[config.mk]
export PLATFORM = sky130hd
export DESIGN_NAME = oam_dma_flat
export DESIGN_NICKNAME = d
export VERILOG_FILES = /design/src/rtl/nes_bus_pkg.sv /design/src/rtl/oam_dma_if.sv /design/src/rtl/cpu_bus_mux.sv /design/src/rtl/oam_dma.sv /design/src/flat_wrapper.sv
export SDC_FILE = /design/constraint.sdc
export NUM_CORES = 1
export LEC_CHECK = 0
export BUFFER_PORTS_ARGS = -buffer_cell sky130_fd_sc_hd__buf_4
export CAP_MARGIN = 20
export CORE_MARGIN = 1.5
export CORE_UTILIZATION = 53
export DETAILED_ROUTE_END_ITERATION = 8
export GPL_TIMING_DRIVEN = 0
export PLACE_DENSITY = 0.93
export SYNTH_ARGS = -nofsm -noshare
export SYNTH_HDL_FRONTEND = slang
export SYNTH_SLANG_ARGS = --single-unit
export TNS_END_PERCENT = 50
[constraint.sdc]
create_clock -name Clk -period 2.93 [get_ports Clk]
set_clock_uncertainty 0.15 [all_clocks]
set_input_delay 0.1465 -clock Clk [delete_from_list [all_inputs] [get_ports Clk]]
set_output_delay 0.1465 -clock Clk [all_outputs]
set_load 0.05 [all_outputs]
[src/rtl/nes_bus_pkg.sv]
// rtl/nes_bus_pkg.sv - shared CPU bus register map and OAM DMA state encoding
package nes_bus_pkg;

   localparam logic [15:0] PPU_CTRL_ADDR   = 16'h2000;
   localparam logic [15:0] PPU_MASK_ADDR   = 16'h2001;
   localparam logic [15:0] PPU_STATUS_ADDR = 16'h2002;
   localparam logic [15:0] OAM_ADDR_ADDR   = 16'h2003;
   localparam logic [15:0] OAM_DATA_ADDR   = 16'h2004;
   localparam logic [15:0] PPU_SCROLL_ADDR = 16'h2005;
   localparam logic [15:0] PPU_ADDR_ADDR   = 16'h2006;
   localparam logic [15:0] PPU_DATA_ADDR   = 16'h2007;
   localparam logic [15:0] DMA_REG_ADDR    = 16'h4014;
   localparam logic [15:0] APU_STATUS_ADDR = 16'h4015;
   localparam logic [15:0] JOY1_ADDR       = 16'h4016;

   localparam int DMA_XFER_LEN = 256;

   typedef enum logic [2:0] {IDLE, HALT, ALIGN, READ, WRITE} dma_state_t;

endpackage

[src/rtl/oam_dma_if.sv]
// rtl/oam_dma_if.sv - CPU bus / DMA signal bundle between the CPU side and the DMA engine
interface oam_dma_if;
   import nes_bus_pkg::*;

   logic [15:0] cpu_addr;
   logic        cpu_write;
   logic [7:0]  cpu_dout;
   logic [7:0]  bus_din;
   logic        cpu_rdy;
   logic        dma_active;
   logic [15:0] dma_addr;
   logic        dma_write;
   logic [7:0]  dma_dout;
   logic [15:0] bus_addr;
   logic        bus_write;
   logic [7:0]  bus_dout;

   modport slave (
      input  cpu_addr, cpu_write, cpu_dout, bus_din,
      output cpu_rdy, dma_active, dma_addr, dma_write, dma_dout,
      output bus_addr, bus_write, bus_dout
   );

   modport master (
      output cpu_addr, cpu_write, cpu_dout, bus_din,
      input  cpu_rdy, dma_active, dma_addr, dma_write, dma_dout,
      input  bus_addr, bus_write, bus_dout
   );

endinterface

[src/rtl/cpu_bus_mux.sv]
// rtl/cpu_bus_mux.sv - selects the shared bus owner between the CPU core and OAM DMA
module cpu_bus_mux
   import nes_bus_pkg::*;
(
   input  logic        dma_active,
   input  logic [15:0] dma_addr,
   input  logic        dma_write,
   input  logic [7:0]  dma_dout,
   input  logic [15:0] cpu_addr,
   input  logic        cpu_write,
   input  logic [7:0]  cpu_dout,
   output logic [15:0] bus_addr,
   output logic        bus_write,
   output logic [7:0]  bus_dout
);

   // DMA owns the address/data/strobe lines whenever it is active, CPU otherwise
   always_comb begin
      bus_addr  = cpu_addr;
      bus_write = cpu_write;
      bus_dout  = cpu_dout;
      if (dma_active) begin
         bus_addr  = dma_addr;
         bus_write = dma_write;
         bus_dout  = dma_dout;
      end
   end

endmodule

[src/rtl/oam_dma.sv]
// rtl/oam_dma.sv - $4014 OAM DMA engine: halts the CPU and copies one page to $2004
module oam_dma #(
   parameter logic [15:0] DMA_REG_ADDR  = nes_bus_pkg::DMA_REG_ADDR,
   parameter logic [15:0] OAM_DATA_ADDR = nes_bus_pkg::OAM_DATA_ADDR,
   parameter int          XFER_LEN      = nes_bus_pkg::DMA_XFER_LEN
) (
   input logic        Clk,
   input logic        reset,
   oam_dma_if.slave   bus
);
   import nes_bus_pkg::*;

   localparam logic [2:0] S_IDLE  = 3'(IDLE);
   localparam logic [2:0] S_HALT  = 3'(HALT);
   localparam logic [2:0] S_ALIGN = 3'(ALIGN);
   localparam logic [2:0] S_READ  = 3'(READ);
   localparam logic [2:0] S_WRITE = 3'(WRITE);

   localparam logic [7:0] LAST_IDX = 8'(XFER_LEN - 1);

   logic [2:0]  state, state_nx;
   logic [7:0]  page, page_nx;
   logic [7:0]  idx, idx_nx;
   logic [7:0]  data_reg, data_nx;
   logic        cyc_odd;
   logic        trigger;

   logic        cpu_rdy_q, dma_active_q, dma_write_q;
   logic [15:0] dma_addr_q;
   logic [7:0]  dma_dout_q;

   assign trigger = bus.cpu_write && (bus.cpu_addr == DMA_REG_ADDR);

   // next-state and counter logic; READ samples the memory map, WRITE advances idx
   always_comb begin
      state_nx = state;
      page_nx  = page;
      idx_nx   = idx;
      data_nx  = data_reg;
      case (state)
         S_IDLE: begin
            if (trigger) begin
               state_nx = S_HALT;
               page_nx  = bus.cpu_dout;
               idx_nx   = 8'h00;
            end
         end
         S_HALT:  state_nx = cyc_odd ? S_READ : S_ALIGN;
         S_ALIGN: state_nx = S_READ;
         S_READ: begin
            data_nx  = bus.bus_din;
            state_nx = S_WRITE;
         end
         S_WRITE: begin
            if (idx == LAST_IDX) begin
               state_nx = S_IDLE;
            end else begin
               idx_nx   = idx + 8'd1;
               state_nx = S_READ;
            end
         end
         default: state_nx = S_IDLE;
      endcase
   end

   // state, counters and outputs all registered; outputs decoded from the upcoming state
   always_ff @(posedge Clk or negedge reset) begin
      if (!reset) begin
         state        <= S_IDLE;
         page         <= 8'h00;
         idx          <= 8'h00;
         data_reg     <= 8'h00;
         cyc_odd      <= 1'b0;
         cpu_rdy_q    <= 1'b1;
         dma_active_q <= 1'b0;
         dma_write_q  <= 1'b0;
         dma_addr_q   <= 16'h0000;
         dma_dout_q   <= 8'h00;
      end else begin
         state        <= state_nx;
         page         <= page_nx;
         idx          <= idx_nx;
         data_reg     <= data_nx;
         cyc_odd      <= ~cyc_odd;
         cpu_rdy_q    <= (state_nx == S_IDLE);
         dma_active_q <= (state_nx == S_READ) || (state_nx == S_WRITE);
         dma_write_q  <= (state_nx == S_WRITE);
         dma_addr_q   <= (state_nx == S_READ)  ? {page_nx, idx_nx} :
                         (state_nx == S_WRITE) ? OAM_DATA_ADDR : 16'h0000;
         dma_dout_q   <= (state_nx == S_WRITE) ? data_nx : 8'h00;
      end
   end

   assign bus.cpu_rdy    = cpu_rdy_q;
   assign bus.dma_active = dma_active_q;
   assign bus.dma_write  = dma_write_q;
   assign bus.dma_addr   = dma_addr_q;
   assign bus.dma_dout   = dma_dout_q;

   cpu_bus_mux u_bus_mux (
      .dma_active (dma_active_q),
      .dma_addr   (dma_addr_q),
      .dma_write  (dma_write_q),
      .dma_dout   (dma_dout_q),
      .cpu_addr   (bus.cpu_addr),
      .cpu_write  (bus.cpu_write),
      .cpu_dout   (bus.cpu_dout),
      .bus_addr   (bus.bus_addr),
      .bus_write  (bus.bus_write),
      .bus_dout   (bus.bus_dout)
   );

endmodule

[src/flat_wrapper.sv]
// flat-port wrapper written by rule: the top's interface ports become plain ports
module oam_dma_flat import nes_bus_pkg::*;
#(
   parameter logic [15:0] DMA_REG_ADDR  = nes_bus_pkg::DMA_REG_ADDR,
   parameter logic [15:0] OAM_DATA_ADDR = nes_bus_pkg::OAM_DATA_ADDR,
   parameter int          XFER_LEN      = nes_bus_pkg::DMA_XFER_LEN
)
  (Clk, reset, bus_cpu_addr, bus_cpu_write, bus_cpu_dout, bus_bus_din, bus_cpu_rdy, bus_dma_active, bus_dma_addr, bus_dma_write, bus_dma_dout, bus_bus_addr, bus_bus_write, bus_bus_dout);
  oam_dma_if bus_i ();
  input logic Clk;
  input logic reset;
  input wire logic [$bits(bus_i.cpu_addr)-1:0] bus_cpu_addr;
  input wire logic [$bits(bus_i.cpu_write)-1:0] bus_cpu_write;
  input wire logic [$bits(bus_i.cpu_dout)-1:0] bus_cpu_dout;
  input wire logic [$bits(bus_i.bus_din)-1:0] bus_bus_din;
  output wire logic [$bits(bus_i.cpu_rdy)-1:0] bus_cpu_rdy;
  output wire logic [$bits(bus_i.dma_active)-1:0] bus_dma_active;
  output wire logic [$bits(bus_i.dma_addr)-1:0] bus_dma_addr;
  output wire logic [$bits(bus_i.dma_write)-1:0] bus_dma_write;
  output wire logic [$bits(bus_i.dma_dout)-1:0] bus_dma_dout;
  output wire logic [$bits(bus_i.bus_addr)-1:0] bus_bus_addr;
  output wire logic [$bits(bus_i.bus_write)-1:0] bus_bus_write;
  output wire logic [$bits(bus_i.bus_dout)-1:0] bus_bus_dout;
  assign bus_i.cpu_addr = bus_cpu_addr;
  assign bus_i.cpu_write = bus_cpu_write;
  assign bus_i.cpu_dout = bus_cpu_dout;
  assign bus_i.bus_din = bus_bus_din;
  assign bus_cpu_rdy = bus_i.cpu_rdy;
  assign bus_dma_active = bus_i.dma_active;
  assign bus_dma_addr = bus_i.dma_addr;
  assign bus_dma_write = bus_i.dma_write;
  assign bus_dma_dout = bus_i.dma_dout;
  assign bus_bus_addr = bus_i.bus_addr;
  assign bus_bus_write = bus_i.bus_write;
  assign bus_bus_dout = bus_i.bus_dout;
  oam_dma #(.DMA_REG_ADDR(DMA_REG_ADDR), .OAM_DATA_ADDR(OAM_DATA_ADDR), .XFER_LEN(XFER_LEN)) u_core (.Clk(Clk), .reset(reset), .bus(bus_i));
endmodule
==> flow_summary.json <==
{
  "ys_seq_area_frac": 0.486,
  "gr-usage-all-layers": 0.281,
  "drive_above_1_share": 0.468,
  "synth-compound-area-share": 0.134,
  "max_freq_mhz": 434,
  "crit_family": "buffers and inverters",
  "cpPeakStageDelay_ns": 0.41,
  "final-hold-violation-count": 0,
  "min-delay-start": "bus_cpu_addr[13]",
  "vias": 2170,
  "critPathLaunchType": "flop",
  "die_h_um": 70.6,
  "worstMarginPinSlew_ns": 0.570,
  "muxShareOfSynthArea": 0.127,
  "critPathRequiredTime_ns": 2.63,
  "antennaDiodeCount": 0,
  "area.growth.synth_to_final_pct": 41.2,
  "synth_edf_count": 0,
  "synth.distinct_cells": 53,
  "tns_ns": 0,
  "htreeDepth": 2,
  "via_per_inst": 5.70,
  "r2r_setup_slack_ns": 0.93,
  "drv_slew": 0,
  "ys_warn_count": 0,
  "synth_top_area_share": 0.475,
  "grt_pass1_wl_mm": 10.6,
  "vdd_drop_max_v": 0.000581,
  "rows": 24,
  "cts_buffers": 5,
  "slew_headroom": 0.620,
  "syn-num-nets": 254,
  "grt_max_degree": 48,
  "critPathKind": "reg2out",
  "syn_avg_cell_area_um2": 11.1,
  "postLayoutCellArea_um2": 3420,
  "report.final.setup_viol": 0,
  "leakage_nw": 1.69,
  "yosys.area_share.xor_xnor": 0.00362,
  "overflow": 0,
  "critPathSlowestCell": "clkbuf_1",
  "cp-startpoint": "u_core.bus.dma_active",
  "fin_crit_sh": 0.787,
  "place.gp.congestion": 0.917,
  "antenna_found_initial": 0,
  "hp-class": "in2reg",
  "remaining_drc_errors": 0,
  "synth_top_family_by_area": "simple AND/OR/NAND/NOR gates",
  "outcome": "completed",
  "drt_first_pass_iters": 4,
  "multi_input_area_um2": 1120,
  "synth-simple-area-share": 0.193,
  "yosysTopAreaCell": "dfrtp_1",
  "wl_per_cell_um": 17.4,
  "syn_inst": 218,
  "synth.area.top_cells": "dfrtp_1 (48%), mux2_2 (12%), a21oi_1 (3.3%), nand2_1 (2.6%), nand4_1 (2.6%)",
  "clock_latency_ns": 0.30,
  "drt_iter0_drc": 130,
  "die_w_um": 70.6,
  "cp.arrival_ns": 2.01,
  "clk_transition_reported_paths_ns": 0.08,
  "cts_buffer_depth": 2,
  "grt_pass1_vias": 2106,
  "clock-sinks": 47,
  "cts_tree": "done",
  "nFillCells": 287,
  "cts_root_buf": "clkbuf_8",
  "initial_core_util": 0.552,
  "ios": 87,
  "placed_area_um2": 3130,
  "core_area_um2": 4380,
  "worst-path-buf-inv": 3,
  "ys.flop_type": "dfrtp_1",
  "cp.depth": 4,
  "async_flop_share": 1.00,
  "min_period_ns": 2.31,
  "cap_violations": 0,
  "r2r_cells": 6,
  "power.density_nw_per_um2": 1070,
  "hpwl_mm": 4.50,
  "die-area_um2": 4980,
  "numPortBuffers": 86,
  "cp_max_fo": 10,
  "nNetsFinal": 364,
  "synth_area_um2": 2420,
  "synth_fa_ha_area_frac": 0.00517,
  "end_kind": "output port",
  "r2r-start": "u_core.state[1]",
  "cts_resized": 0,
  "grt_setup_unrepaired": "false",
  "cp-endpoint": "bus_bus_dout[3]",
  "crit_chain": "clkbuf_1 > buf_2 > mux2_2 > buf_4",
  "r2r_end": "u_core.bus.dma_addr[14]",
  "seq_area_um2": 1180,
  "synth-seq-cells": 47,
  "ant_nets": 0,
  "wl_mm": 6.64
}
timing repair:
| item | in CTS | in global routing |
|---|---|---|
| hold buffers | 17 | 0 |
| buffers inserted | 0 | 0 |
| hold endpoints to repair | 67 | 0 |
cells in the final DEF (no fill, tap or decap), drive strengths merged, types with 2 or more instances in the layout:
master / Yosys / routed
a21oi: 16 / 16
and2: 9 / 9
and3: 3 / 3
buf: 10 / 96
clkbuf: 3 / 9
dfrtp: 46 / 46
dlygate4sd3: 0 / 17
inv: 7 / 7
mux2: 27 / 27
nand2: 17 / 17
nand3: 8 / 8
nand4: 11 / 11
nor2: 8 / 8
nor3: 7 / 7
nor3b: 2 / 2
o211ai: 4 / 4
o21a: 2 / 2
o21ai: 18 / 18
final cells by class:
type                       instances  area share
inverter                           7     0.00768
timing repair buffer             103       0.239
clock buffer                       6      0.0241
buffer                            13      0.0282
multi-input combinational        151       0.328
tap                               52      0.0190
clock inverter                     2      0.0102
sequential                        47       0.344
registers in the layout, summed over array words and instances (netlist names):
signal	cells
u_core.page	8
u_core.cyc_odd	1
u_core.state	3
u_core.bus.dma_dout	8
u_core.bus.cpu_rdy	1
u_core.bus.dma_addr	16
u_core.bus.dma_active	1
u_core.idx	8
u_core.bus.dma_write	1
routing by layer:
| metal | global-route usage | up-vias | part of all wire |
|---|---|---|---|
| li1 | - | 1011 | - |
| met1 | 0.344 | 1044 | 0.40 |
| met2 | 0.491 | 96 | 0.51 |
| met3 | 0.0484 | 19 | 0.057 |
| met4 | 0.122 | 0 | 0.035 |
| met5 | 0 | - | 0 |
cell usage after synthesis, types with 4 or more instances:
cell     instances
a21oi_1         16
and2_1           9
buf_2            4
buf_6            5
dfrtp_1         46
inv_1            6
mux2_2          26
nand2_1         17
nand3_1          7
nand4_1         10
nor2_1           7
nor3_1           5
o21ai_0          7
o21ai_1          4
o21ai_2          7
how the worst min path moves through the flow:
stage                             end  cells after the start
6_report                u_core.idx[7]                      5
3_3_place_gp   u_core.bus.dma_addr[0]                      1
5_1_grt                 u_core.idx[7]                      5
4_1_cts                 u_core.idx[7]                      5
3_5_place_dp   u_core.bus.dma_addr[0]                      1
2_1_floorplan   u_core.bus.dma_active                      0
metrics by stage:
| step | util | instances | setup slack [ns] | power (W) | hold WS [ns] |
|---|---|---|---|---|---|
| final | 0.780 | 381 | 0.624 | 0.00367 | 0.130 |
| after global routing | 0.780 | 381 | 0.548 | 0.00383 | 0.142 |
| after detailed placement | 0.714 | 356 | 0.976 | 0.00314 | 0.0312 |
| after CTS | 0.780 | 381 | 0.639 | 0.00364 | 0.120 |
| after floorplan | - | 218 | 1.02 | 0.00254 | -0.299 |
| after global placement | 0.714 | 356 | 1.00 | 0.00309 | 0.0275 |
report_power, final:
| group | internal [W] | switching (W) |
|---|---|---|
| Sequential | 0.000813 | 0.000126 |
| Clock | 0.000276 | 0.000215 |
| Combinational | 0.000768 | 0.00147 |
worst min-delay path, cell delays in order:
cell and delay, ns:
buf_4 0.10, nor4b_4 0.05, nand3_2 0.13, o21ai_2 0.07, nand2_1 0.05
cells by family after synthesis:
logic type,count (synthesis)
adder cells (fa/ha/maj),1
AND/OR/NAND/NOR,74
XOR/XNOR,1
flip-flops,47
multiplexers,27
buffers and inverters,20
AO/OA/AOI/OAI,48
Note: power is estimated with default switching activity, not from simulation.
